`src/rtl/dcmctrl_spi_slave.sv`:
```
// SPI mode-0 slave front end for dcmctrl: oversamples the SPI pins in the clk domain, decodes a
// command byte plus an auto-incrementing byte burst, and drives the byte-wide register-file port.
module dcmctrl_spi_slave #(
  parameter int ADDR_BITS   = 7,
  parameter int SYNC_STAGES = 2
) (
  input  logic                 clk,
  input  logic                 reset,
  input  logic                 spi_ss,
  input  logic                 spi_clk,
  input  logic                 spi_mosi,
  output logic                 spi_miso,
  output logic [ADDR_BITS-1:0] reg_addr,
  output logic [7:0]           reg_wdata,
  output logic                 reg_we,
  output logic                 reg_re,
  input  logic [7:0]           reg_rdata,
  output logic                 busy
);

  typedef enum logic [1:0] {
    ST_IDLE,
    ST_CMD,
    ST_DATA_WR,
    ST_DATA_RD
  } state_t;

  localparam int FILL_W = $clog2(SYNC_STAGES + 1);

  state_t                 state;
  state_t                 next_state;

  logic [SYNC_STAGES-1:0] ss_chain;
  logic [SYNC_STAGES-1:0] sclk_chain;
  logic [SYNC_STAGES-1:0] mosi_chain;
  logic                   ss_sync;
  logic                   sclk_sync;
  logic                   mosi_sync;

  logic [FILL_W-1:0]      fill_cnt;
  logic                   fill_done;
  logic                   ss_prev;
  logic                   sclk_prev;
  logic                   ss_fall;
  logic                   sclk_rise;

  logic [2:0]             bit_cnt;
  logic [7:0]             rx;
  logic [7:0]             rx_next;
  logic [7:0]             tx;
  logic                   byte_done;
  logic                   ld_pend;
  logic [ADDR_BITS-1:0]   ptr;

  assign ss_sync   = ss_chain[SYNC_STAGES-1];
  assign sclk_sync = sclk_chain[SYNC_STAGES-1];
  assign mosi_sync = mosi_chain[SYNC_STAGES-1];

  // NOTE: sequential state uses non-blocking assignments so every flop samples pre-edge values.
  always_ff @(posedge clk or posedge reset) begin
    if (reset) begin
      ss_chain   <= '1;
      sclk_chain <= '0;
      mosi_chain <= '0;
    end else begin
      ss_chain   <= {ss_chain[SYNC_STAGES-2:0], spi_ss};
      sclk_chain <= {sclk_chain[SYNC_STAGES-2:0], spi_clk};
      mosi_chain <= {mosi_chain[SYNC_STAGES-2:0], spi_mosi};
    end
  end

  // ss_prev only tracks ss once the chains hold real pin values, so an ss held low through
  // reset never looks like a falling edge; a fresh high-then-low is required.
  assign fill_done = (fill_cnt == FILL_W'(SYNC_STAGES));

  always_ff @(posedge clk or posedge reset) begin
    if (reset) begin
      fill_cnt  <= '0;
      ss_prev   <= 1'b0;
      sclk_prev <= 1'b0;
    end else begin
      if (!fill_done) fill_cnt <= fill_cnt + FILL_W'(1);
      if (fill_done) ss_prev <= ss_sync;
      sclk_prev <= sclk_sync;
    end
  end

  assign ss_fall   = ss_prev & ~ss_sync;
  assign sclk_rise = ~sclk_prev & sclk_sync;
  assign rx_next   = {rx[6:0], mosi_sync};
  assign byte_done = sclk_rise && (bit_cnt == 3'd7);

  always_ff @(posedge clk or posedge reset) begin
    if (reset) state <= ST_IDLE;
    else       state <= next_state;
  end

  // NOTE: next_state gets a default before any branch so no latch is inferred.
  always_comb begin
    next_state = state;
    if (ss_sync) begin
      next_state = ST_IDLE;
    end else begin
      case (state)
        ST_IDLE: if (ss_fall)   next_state = ST_CMD;
        ST_CMD:  if (byte_done) next_state = rx_next[7] ? ST_DATA_WR : ST_DATA_RD;
        default: ;
      endcase
    end
  end

  always_ff @(posedge clk or posedge reset) begin
    if (reset) begin
      spi_miso  <= 1'b0;
      reg_addr  <= '0;
      reg_wdata <= '0;
      reg_we    <= 1'b0;
      reg_re    <= 1'b0;
      busy      <= 1'b0;
      bit_cnt   <= '0;
      rx        <= '0;
      tx        <= '0;
      ld_pend   <= 1'b0;
      ptr       <= '0;
    end else begin
      reg_we  <= 1'b0;
      reg_re  <= 1'b0;
      ld_pend <= 1'b0;
      busy    <= ~ss_sync;
      if (ss_sync) begin
        spi_miso <= 1'b0;
        tx       <= '0;
      end else begin
        case (state)
          ST_IDLE: begin
            spi_miso <= 1'b0;
            tx       <= '0;
            if (ss_fall) begin
              bit_cnt <= '0;
              rx      <= '0;
            end
          end
          ST_CMD: begin
            if (sclk_rise) begin
              rx      <= rx_next;
              bit_cnt <= bit_cnt + 3'd1;
            end
            if (byte_done) begin
              ptr <= ADDR_BITS'(rx_next[6:0]);
              // A read prefetches the first byte straight from the command address.
              if (!rx_next[7]) begin
                reg_re   <= 1'b1;
                reg_addr <= ADDR_BITS'(rx_next[6:0]);
              end
            end
          end
          ST_DATA_WR: begin
            if (sclk_rise) begin
              rx      <= rx_next;
              bit_cnt <= bit_cnt + 3'd1;
            end
            if (byte_done) begin
              reg_we    <= 1'b1;
              reg_addr  <= ptr;
              reg_wdata <= rx_next;
              ptr       <= ptr + ADDR_BITS'(1);
            end
          end
          ST_DATA_RD: begin
            // reg_rdata is valid the cycle after reg_re, which is when ld_pend is high.
            ld_pend <= reg_re;
            if (ld_pend) begin
              tx       <= reg_rdata;
              spi_miso <= reg_rdata[7];
              ptr      <= ptr + ADDR_BITS'(1);
            end else if (sclk_rise) begin
              tx       <= {tx[6:0], 1'b0};
              spi_miso <= tx[6];
            end
            if (sclk_rise) begin
              rx      <= rx_next;
              bit_cnt <= bit_cnt + 3'd1;
            end
            if (byte_done) begin
              reg_re   <= 1'b1;
              reg_addr <= ptr;
            end
          end
          default: ;
        endcase
      end
    end
  end

endmodule

```
`config.mk`:
```
export PLATFORM = sky130hd
export DESIGN_NAME = dcmctrl_spi_slave
export DESIGN_NICKNAME = d
export VERILOG_FILES = /design/src/rtl/dcmctrl_spi_slave.sv
export SDC_FILE = /design/constraint.sdc
export NUM_CORES = 1
export LEC_CHECK = 0
export ABC_AREA = 1
export CAP_MARGIN = 20
export CORE_MARGIN = 3
export CORE_UTILIZATION = 55
export DETAILED_ROUTE_END_ITERATION = 12
export PLACE_DENSITY = 0.87
export SETUP_SLACK_MARGIN = 0.02
export SYNTH_ARGS = -nofsm -noshare
export SYNTH_HDL_FRONTEND = slang
export SYNTH_SLANG_ARGS = --single-unit
```
`constraint.sdc`:
```
create_clock -name clk -period 2.2 [get_ports clk]
set_input_delay 0.22 -clock clk [delete_from_list [all_inputs] [get_ports clk]]
set_output_delay 0.22 -clock clk [all_outputs]
set_load 0.005 [all_outputs]
```
Yosys cells after proc, flatten, opt, wreduce, memory -nomap -nowiden
Cells that the tools add are included.
{"block": "classes", "n_addsub": 3, "n_mux": 36, "n_reduce_logical": 14, "bitwise_logic": 4, "n_eq_ne": 15}
{"op": "two-way mux 7 bit", "n": 11}
{"op": "case mux 7 bit (2 select lines)", "n": 3}
{"op": "case mux 7 bit (3 select lines)", "n": 1}
{"op": "two-way mux 1 bit", "n": 12}
{"op": "!= test 2 bit, second input constant", "n": 5}
{"op": "AND reduction 5 bit", "n": 2}
{"op": "AND reduction 3 bit", "n": 3}
{"op": "nonzero test 3 bit", "n": 3}
{"op": "adder 7 x 1 -> 7 bit, second input constant", "n": 1}
{"op": "equality test 2 bit, second input constant", "n": 3}
{"op": "two-way mux 2 bit", "n": 3}
{"op": "two-way mux 3 bit", "n": 2}
{"op": "!= test 3 bit, second input constant", "n": 2}
{"op": "case mux 3 bit (2 select lines)", "n": 1}
{"op": "!= test 2 x 1 -> 1 bit, second input constant", "n": 2}
{"op": "!= test 4 bit, second input constant", "n": 1}
{"op": "case mux 1 bit (2 select lines)", "n": 2}
{"op": "case mux 2 bit (2 select lines)", "n": 1}
{"op": "adder 3 x 1 -> 3 bit, second input constant", "n": 1}
{"op": "equality test 3 bit, second input constant", "n": 1}
{"op": "OR reduction 3 bit", "n": 1}
{"op": "adder 2 x 1 -> 2 bit, second input constant", "n": 1}
{"op": "bitwise AND 1 bit", "n": 2}
{"op": "equality test 2 x 1 -> 1 bit, second input constant", "n": 1}
{"op": "6 further kinds", "n": 7}
{"block": "word_totals", "out_inout_bits": 19, "input_bits": 13, "wordCells": 90, "reg_bits": 56}

Longest topological paths before layout
Gate-level depths: netlist of run 1.
{"block": "logic_depth", "depth_word": 6, "ltp_mapped": 9, "ltp_nobuf": 8}

Least setup slack after synthesis of run 1
OpenSTA, ideal clock, no wires.
{"block": "synth_path", "path_kind": "register to register", "from": "register bit_cnt[0]", "to": "register ptr[2]", "synth_period_minus_slack_ns": 1.529, "n_path_buf": 1, "path_stages_with_launch": 10, "t_required_ns": 2.084, "slack_ns": 0.671, "setup_time_ns": 0.116, "arrival_ns": 1.413, "cell_sequence": "dfrtp_1 -> ha_1 -> ha_1 -> nand3_1 -> buf_2 -> nand2_2 -> inv_2 -> nor2_4 -> nand2_1 -> nand2_1"}
{"block": "synth_via", "elab_chain_len": 4, "elab_cells_between_ends": 5, "cone_classes": "eq/ne: 3; reduce/logical: 2"}
{"element": "start: declaration", "line": "47", "source": "logic [2:0] bit_cnt;"}
{"element": "start signal: assignment", "line": "146", "source": "bit_cnt <= bit_cnt + 3'd1;"}
{"element": "start signal: assignment", "line": "160", "source": "bit_cnt <= bit_cnt + 3'd1;"}
{"element": "start signal: assignment", "line": "182", "source": "bit_cnt <= bit_cnt + 3'd1;"}
{"element": "equality test 3 bit *", "line": "91", "source": "assign byte_done = sclk_rise && (bit_cnt == 3'd7);"}
{"element": "logical AND 1 bit *", "line": "91"}
{"element": "!= test 2 bit (no source line)"}
{"element": "AND reduction 5 bit (no source line) *"}
{"element": "end signal: assignment", "line": "149", "source": "ptr <= ADDR_BITS'(rx_next[6:0]);"}
{"element": "end signal: assignment", "line": "166", "source": "ptr <= ptr + ADDR_BITS'(1);"}
{"element": "end signal: assignment", "line": "175", "source": "ptr <= ptr + ADDR_BITS'(1);"}
{"element": "end: declaration", "line": "53", "source": "logic [ADDR_BITS-1:0] ptr;"}
Mark *: on every way between the ends. The rest lies on a longest branch, timed or not.
A chain may end at the register's enable or synchronous reset.

Worst setup path in the final report of run 1
{"block": "layout_path", "from": "register bit_cnt[0]", "to": "register reg_addr[2]"}
{"block": "layout_via", "elab_chain_len": 4, "elab_cells_between_ends": 5, "cone_classes": "eq/ne: 3; reduce/logical: 2"}
{"element": "equality test 3 bit *", "line": "91"}
{"element": "logical AND 1 bit *", "line": "91"}
{"element": "!= test 2 x 1 -> 1 bit (no source line) or != test 2 bit (tied branches)"}
{"element": "AND reduction 5 bit (no source line) *"}
{"element": "end signal: assignment", "line": "153", "source": "reg_addr <= ADDR_BITS'(rx_next[6:0]);"}
{"element": "end signal: assignment", "line": "164", "source": "reg_addr <= ptr;"}
{"element": "end signal: assignment", "line": "186", "source": "reg_addr <= ptr;"}
{"element": "end: declaration", "line": "13", "source": "output logic [ADDR_BITS-1:0] reg_addr,"}
Marked as above.

==> metrics, run 1 <==
status=finished clean; Synth Area in Compound Gates=around 6.6%; antenna violations before repair=0; worst path arrival time=around 2000 ps; critical path type=flip-flop to flip-flop; final WL=between 4 and 5 mm; dominant cell type by area after synthesis=dfrtp_1; number of global-route vias before repair=a little under 2,000; clock buffer count from CTS=5; Post-Synth Simple-Gate Area=a little under a third; leakage power=~1.5 nW; first-pass GRT wire length=around 8.5 mm; Final period util=a little over 80%; flop-to-flop setup slack=390 ps; worst clock skew=between 10 and 15 ps; Initial Util=just under 60%; Mapped Nets=around 320; slew margin rel.=57.4%; dpl cell area=between 2000 and 3000 um^2; total grt overflow=0; Synth Area in XOR/XNOR=0.663%; Design Area, Final=about 3100 um^2; post-synthesis sequential area ratio=a little over half; DP Wirelength=3.58 mm; DR pass1 iterations=4; Final setup violation count=0; via count=around 2,000; MaxCap Viol Count=0; post-synthesis cell count=roughly 310; Core Util, Final=between 60% and 70%; Worst Setup Slack, final=just under 400 ps; post-CTS setup buffer count=0; area grow syn2layout=17.2%; fmax=554 MHz; Worst setup SP type=flip-flop; Mean Syn Cell Area=~8.6 um^2; Metal-1 WL=between 2 and 2.5 mm; core area=~4500 um^2; fillers=364; starting DRC count in detailed routing=roughly 160; FF/Latch Area=between 1000 and 1500 um^2; clock latency on the worst-skew pair=between 300 and 400 ps; Post-Syn Area=2640 um^2; IO Pins=32; Adder-Cell Fraction of Synth Area=~1.9%; largest net degree at the start of global routing=33; port buffer count=31; area share of the largest cell type after synthesis=between 50% and 60%; crit path max fanout=12; post-DR vias/cell=5.09; post-CTS resize count=0; share of layout cells above drive strength 1=approximately 11%; Required @ worst endpoint=~2400 ps; Cell Pwr Density=~600 nW/um^2; cts hold-fix bufs=0; met3 WL=between 200 and 250 um; Top Layer Used=met4; Final Hold Viols=0; diode count=0; Reg clk slew, reported paths=100 ps; register bit count reported by yosys=56; RSZ-0062 raised after global routing=false; multi-input logic area=between 1000 and 1500 um^2; nets@finish=roughly 360; Die X=approximately 75 um; GPL Wtd Cong=around 0.87; Max Slew Vio Count=0; CTS sink count=56; Routed Antenna Nets=0; VDD IR max=a little under 500 uV; top post-synthesis cells by area=dfrtp_1 51%, nand2_1 19%, nand3_1 4.2%, o21ai_0 3.0%, inv_1 2.3%; die height=roughly 75 um; Worst-Margin Slew=approximately 640 ps; clock root buffer=clkbuf_8; post-DR wirelength/cell=12.0 um; CP Capture Type=flip-flop; Overall Power=between 1.5 and 2 mW; CTS tree=yes; Yosys warnings=0; Final min period=roughly 1800 ps; Tot GR Track Use=19.5%; post-synthesis mux area share=0%; DRC=0; row count=24; clock buffer depth=2; setup_tns=0 ps; count of cell types in the netlist=28; Post-Place Setup Slack=roughly 390 ps; WL met2=around 2.2 mm; hold crit path type=input port to asynchronous set/reset pin; H-tree levels=2; Die ar.=roughly 5700 um^2; worst reg2reg path depth=7; main combinational cell family by area after synthesis=simple AND/OR/NAND/NOR gates
==> area by class of cell <==
cell class | count | share of cell area [%]
clock buffers | 5 | 2.22
flip-flops and latches | 56 | 45.4
well taps | 52 | 2.10
clock inverters | 3 | 1.37
repair buffers | 33 | 10.9
inverters | 22 | 2.91
multi-input cells | 221 | 35.1
==> layout by cell type, fill, tap and decap left out, types with 5 or more instances in the layout <==
cell type,n
nand2_2,5
clkdlybuf4s50_1,31
clkbuf_8,5
o21ai_1,6
a21oi_1,10
o21ai_0,16
nand2_1,131
nand2_4,5
inv_1,15
nor2_1,7
nand3_1,22
dfrtp_1,54
==> report_power, final <==
part	internal, mW	switching [mW]	leakage, nW
Combinational	0.0504	0.0767	0.729
Sequential	1.05	0.0219	0.750
Clock	0.337	0.315	0.0541
Total	1.44	0.414	1.53
==> critical path, stage by stage, from the launching register on <==
cell and delay, ps:
dfrtp_1 380, ha_1 170, ha_1 140, nand3_1 400
nor2_4 340, nand2_2 140, nand2_1 80, nand2_1 50
==> Yosys cell counts <==
cell and instances:
nand2_1 131, dfrtp_1 54, nand3_1 22, inv_1 16, o21ai_0 16, a21oi_1 10, nor2_1 7, o21ai_1 6
nand2_2 5, nand2_4 5, buf_6 4, ha_1 4, nor2_4 4, buf_2 3, inv_2 3, dfstp_2 2
nor2_8 2, nor3_1 2, a21oi_2 1, clkinv_1 1, clkinv_4 1, inv_4 1, nand3_2 1, nand3_4 1
nor2_2 1, o22ai_1 1, xnor2_1 1, xor2_1 1
==> flip-flops by register name, summed over array words and instances, names as in the netlist, 2 cells and up <==
register	flops
rx	7
state	2
reg_wdata	8
reg_addr	7
mosi_chain	2
bit_cnt	3
sclk_chain	2
ptr	7
fill_cnt	2
tx	7
ss_chain	2
==> final timing paths <==
check	start	to
setup reg to reg	bit_cnt[0]$_DFFE_PP0P_	reg_addr[2]$_DFFE_PP0P_
hold / removal	reset	mosi_chain[1]$_DFF_PP0_
min in group clk	spi_ss	ss_chain[0]$_DFF_PP1_
max in group asynchronous	reset	reg_addr[1]$_DFFE_PP0P_
setup / recovery	bit_cnt[0]$_DFFE_PP0P_	reg_addr[2]$_DFFE_PP0P_
hold reg to reg	sclk_chain[0]$_DFF_PP0_	sclk_chain[1]$_DFF_PP0_
==> per-layer routing <==
metal  global-route usage, %  vias to the layer above
li1                        -                     1028
met3                    3.96                       10
met1                    24.9                      903
met5                       0                        -
met4                    7.18                        0
met2                    33.1                       55
==> logic make-up (layout without fill, tap and decap cells) <==
logic type	after synthesis	after routing
and+or+nand+nor	181	181
DFF	56	56
AOI/OAI and AO/OA	34	34
xor gates and xnor gates	2	2
adders and majority gates	4	4
buffers and inverters	29	63
==> through the flow <==
step,cells,hold WS [ps]
after floorplan,306,224
after CTS,392,304
final,392,310
after global placement,384,333
after detailed placement,384,338
after global routing,392,304
No activity file was read; power rests on OpenSTA's default activity.
==> run 2: changes to the inputs <==
Clock period 2.2 ns to 1.77 ns, I/O delays scaled along.
==> run 2 against run 1 <==
  * Setup slack got worse by 210 ps
  * Wire length grew 8.8%
  * Register-to-register slack worse by 210 ps
  * Critical endpoint is now reg_wdata[7]$_DFFE_PP0P_
  * Global-route usage increased by 0.54 points
  * Maximum frequency increased by 14%
  * Largest cell class unchanged
  * Cell area grew 1.1%
  * First-iteration DRC count shrank 25%
  * Hold slack worse by 96 ps
  * Combinational power is 25% higher
==> metrics, run 2 (synthesized netlist as in run 1, its figures left out) <==
CP Launch Point=bit_cnt[0]$_DFFE_PP0P_ (unchanged); Max Slew Vio Count=0 (unchanged); DR pass1 iterations=4 (unchanged); starting DRC count in detailed routing=123 (was 163); switching share of power=22.1% (was 22.3%); Worst setup SP type=flip-flop (unchanged); Required @ worst endpoint=2020 ps (was 2400 ps); port buffer count=31 (unchanged); nets@finish=358 (was 356); share of layout cells above drive strength 1=12.0% (was 11.2%); leakage power=1.55 nW (was 1.53 nW); NetSw=0.532 mW (was 0.414 mW); Cell Int Power=1.87 mW (was 1.44 mW); fmax=630 MHz (was 554 MHz); RSZ-0062 raised after global routing=false (unchanged); Initial Util=58.6% (unchanged); final WL=5.10 mm (was 4.69 mm); CP Capture Type=flip-flop (unchanged); FF/Latch Area=1400 um^2 (unchanged); worst path arrival time=1840 ps (was 2010 ps); diode count=0 (unchanged); Seq pwr share=55.7% (was 58.0%); H-tree levels=2 (unchanged); critical path type=flip-flop to flip-flop (unchanged); max reg flops=8 (unchanged); post-DR vias/cell=5.25 (was 5.09); crit path max fanout=11 (was 12); total grt overflow=0 (unchanged); VDD IR max=466 uV (was 493 uV); Comb pwr share=6.6% (was 6.9%); Die ar.=5670 um^2 (unchanged); Final min period=1590 ps (was 1810 ps); Top reg by flops=reg_wdata (unchanged); most frequent cells in the layout=131 x nand2_1, 54 x dfrtp_1, 31 x clkdlybuf4s50_1 (unchanged); Overall Power=2.40 mW (was 1.85 mW); number of global-route vias before repair=1,894 (was 1,988); clock share of power=37.6% (was 35.1%); IO Pins=32 (unchanged); via count=2,070 (was 1,996); r2r startpoint=bit_cnt[0]$_DFFE_PP0P_ (unchanged); Reg clk slew, reported paths=100 ps (about the same); CTS sink count=56 (unchanged); clock root buffer=clkbuf_8 (unchanged); commonest non-fill, non-tap cell in the layout=nand2_1 (unchanged); Final Hold Viols=0 (unchanged); core area=4500 um^2 (unchanged); Cell Pwr Density=767 nW/um^2 (was 599 nW/um^2); antenna violations before repair=0 (unchanged); die height=75.3 um (unchanged); DRC=0 (unchanged); area grow syn2layout=18.5% (was 17.2%); worst clock skew=13.8 ps (about the same); setup_tns=0 ps (unchanged); Worst Setup Slack, final=183 ps (was 395 ps); fillers=341 (was 364); DP Wirelength=3.73 mm (was 3.58 mm); post-DR wirelength/cell=13.0 um (was 12.0 um); multi-input logic area=1090 um^2 (about the same); row count=24 (unchanged); Die X=75.3 um (unchanged); Post-Place Setup Slack=121 ps (was 392 ps); Worst-Margin Slew=393 ps (was 638 ps); slew margin rel.=73.8% (was 57.4%); largest net degree at the start of global routing=57 (was 33); cts hold-fix bufs=0 (unchanged); Final period util=89.7% (was 82.0%); GPL Wtd Cong=0.843 (was 0.868); Routed Antenna Nets=0 (unchanged); clock buffer count from CTS=5 (unchanged); first-pass GRT wire length=8.64 mm (was 8.47 mm); Final setup violation count=0 (unchanged); Tot GR Track Use=20.1% (was 19.5%); clock buffer depth=2 (unchanged); clock latency on the worst-skew pair=320 ps (was 310 ps); CTS tree=yes (unchanged); status=finished clean (unchanged); MaxCap Viol Count=0 (unchanged); hold crit path type=input port to asynchronous set/reset pin (unchanged)
==> run 2: repair_timing <==
item	4_1_cts	5_1_grt
buffers inserted	0	0
gates resized for setup	0	1
setup endpoints to repair	0	7
==> run 2: path summary, 6_finish.rpt <==
kind	to	slack (ps)	cells after the start
worst max-delay path	reg_wdata[7]$_DFFE_PP0P_	180	7
max in group asynchronous	ss_chain[0]$_DFF_PP1_	1250	3
worst max register to register	reg_wdata[7]$_DFFE_PP0P_	180	7
min in group clk	ss_chain[0]$_DFF_PP1_	260	1
worst min-delay path	tx[5]$_DFFE_PP0P_	210	3
worst min register to register	mosi_chain[1]$_DFF_PP0_	350	0
==> run 2: routing by layer <==
| metal | GRT usage, % | part of all wire (%) | up-vias |
|---|---|---|---|
| met5 | 0 | 0 | - |
| met4 | 8.35 | 1.8 | 0 |
| met3 | 4.09 | 6.0 | 10 |
| met2 | 32.9 | 50 | 69 |
| met1 | 26.1 | 43 | 952 |
| li1 | - | - | 1039 |
==> run 2: area by class of cell <==
cell class	count	area share [%]
multi-input cells	221	34.9
flip-flops and latches	56	44.8
clock buffers	7	3.08
inverters	22	2.88
repair buffers	35	11.3
well taps	52	2.08
clock inverters	1	0.959
==> run 2: power by group through the flow <==
stage	combinational, mW	sequential, mW	clock, mW
2_1_floorplan	0.104	1.36	0
3_3_place_gp	0.155	1.36	0
3_5_place_dp	0.162	1.36	0
4_1_cts	0.162	1.34	0.918
5_1_grt	0.182	1.34	0.962
6_report	0.159	1.34	0.904
==> run 2: stage by stage <==
step / instance area [um^2] / util [%] / cells / hold slack, ps
6_report: 3130 / 69.5 / 394 / 214
5_1_grt: 3130 / 69.5 / 394 / 263
4_1_cts: 3130 / 69.4 / 394 / 230
3_3_place_gp: 3000 / 66.6 / 386 / 335
3_5_place_dp: 3000 / 66.6 / 386 / 339
2_1_floorplan: 2640 / - / 306 / 181
==> run 2: worst max-delay path, cell delays in order (launching register included) <==
cell and delay, ps:
dfrtp_1 380, ha_1 160, ha_1 160, nand3_2 180, buf_4 220, nor2_4 230, nor2_1 70, a21oi_1 110
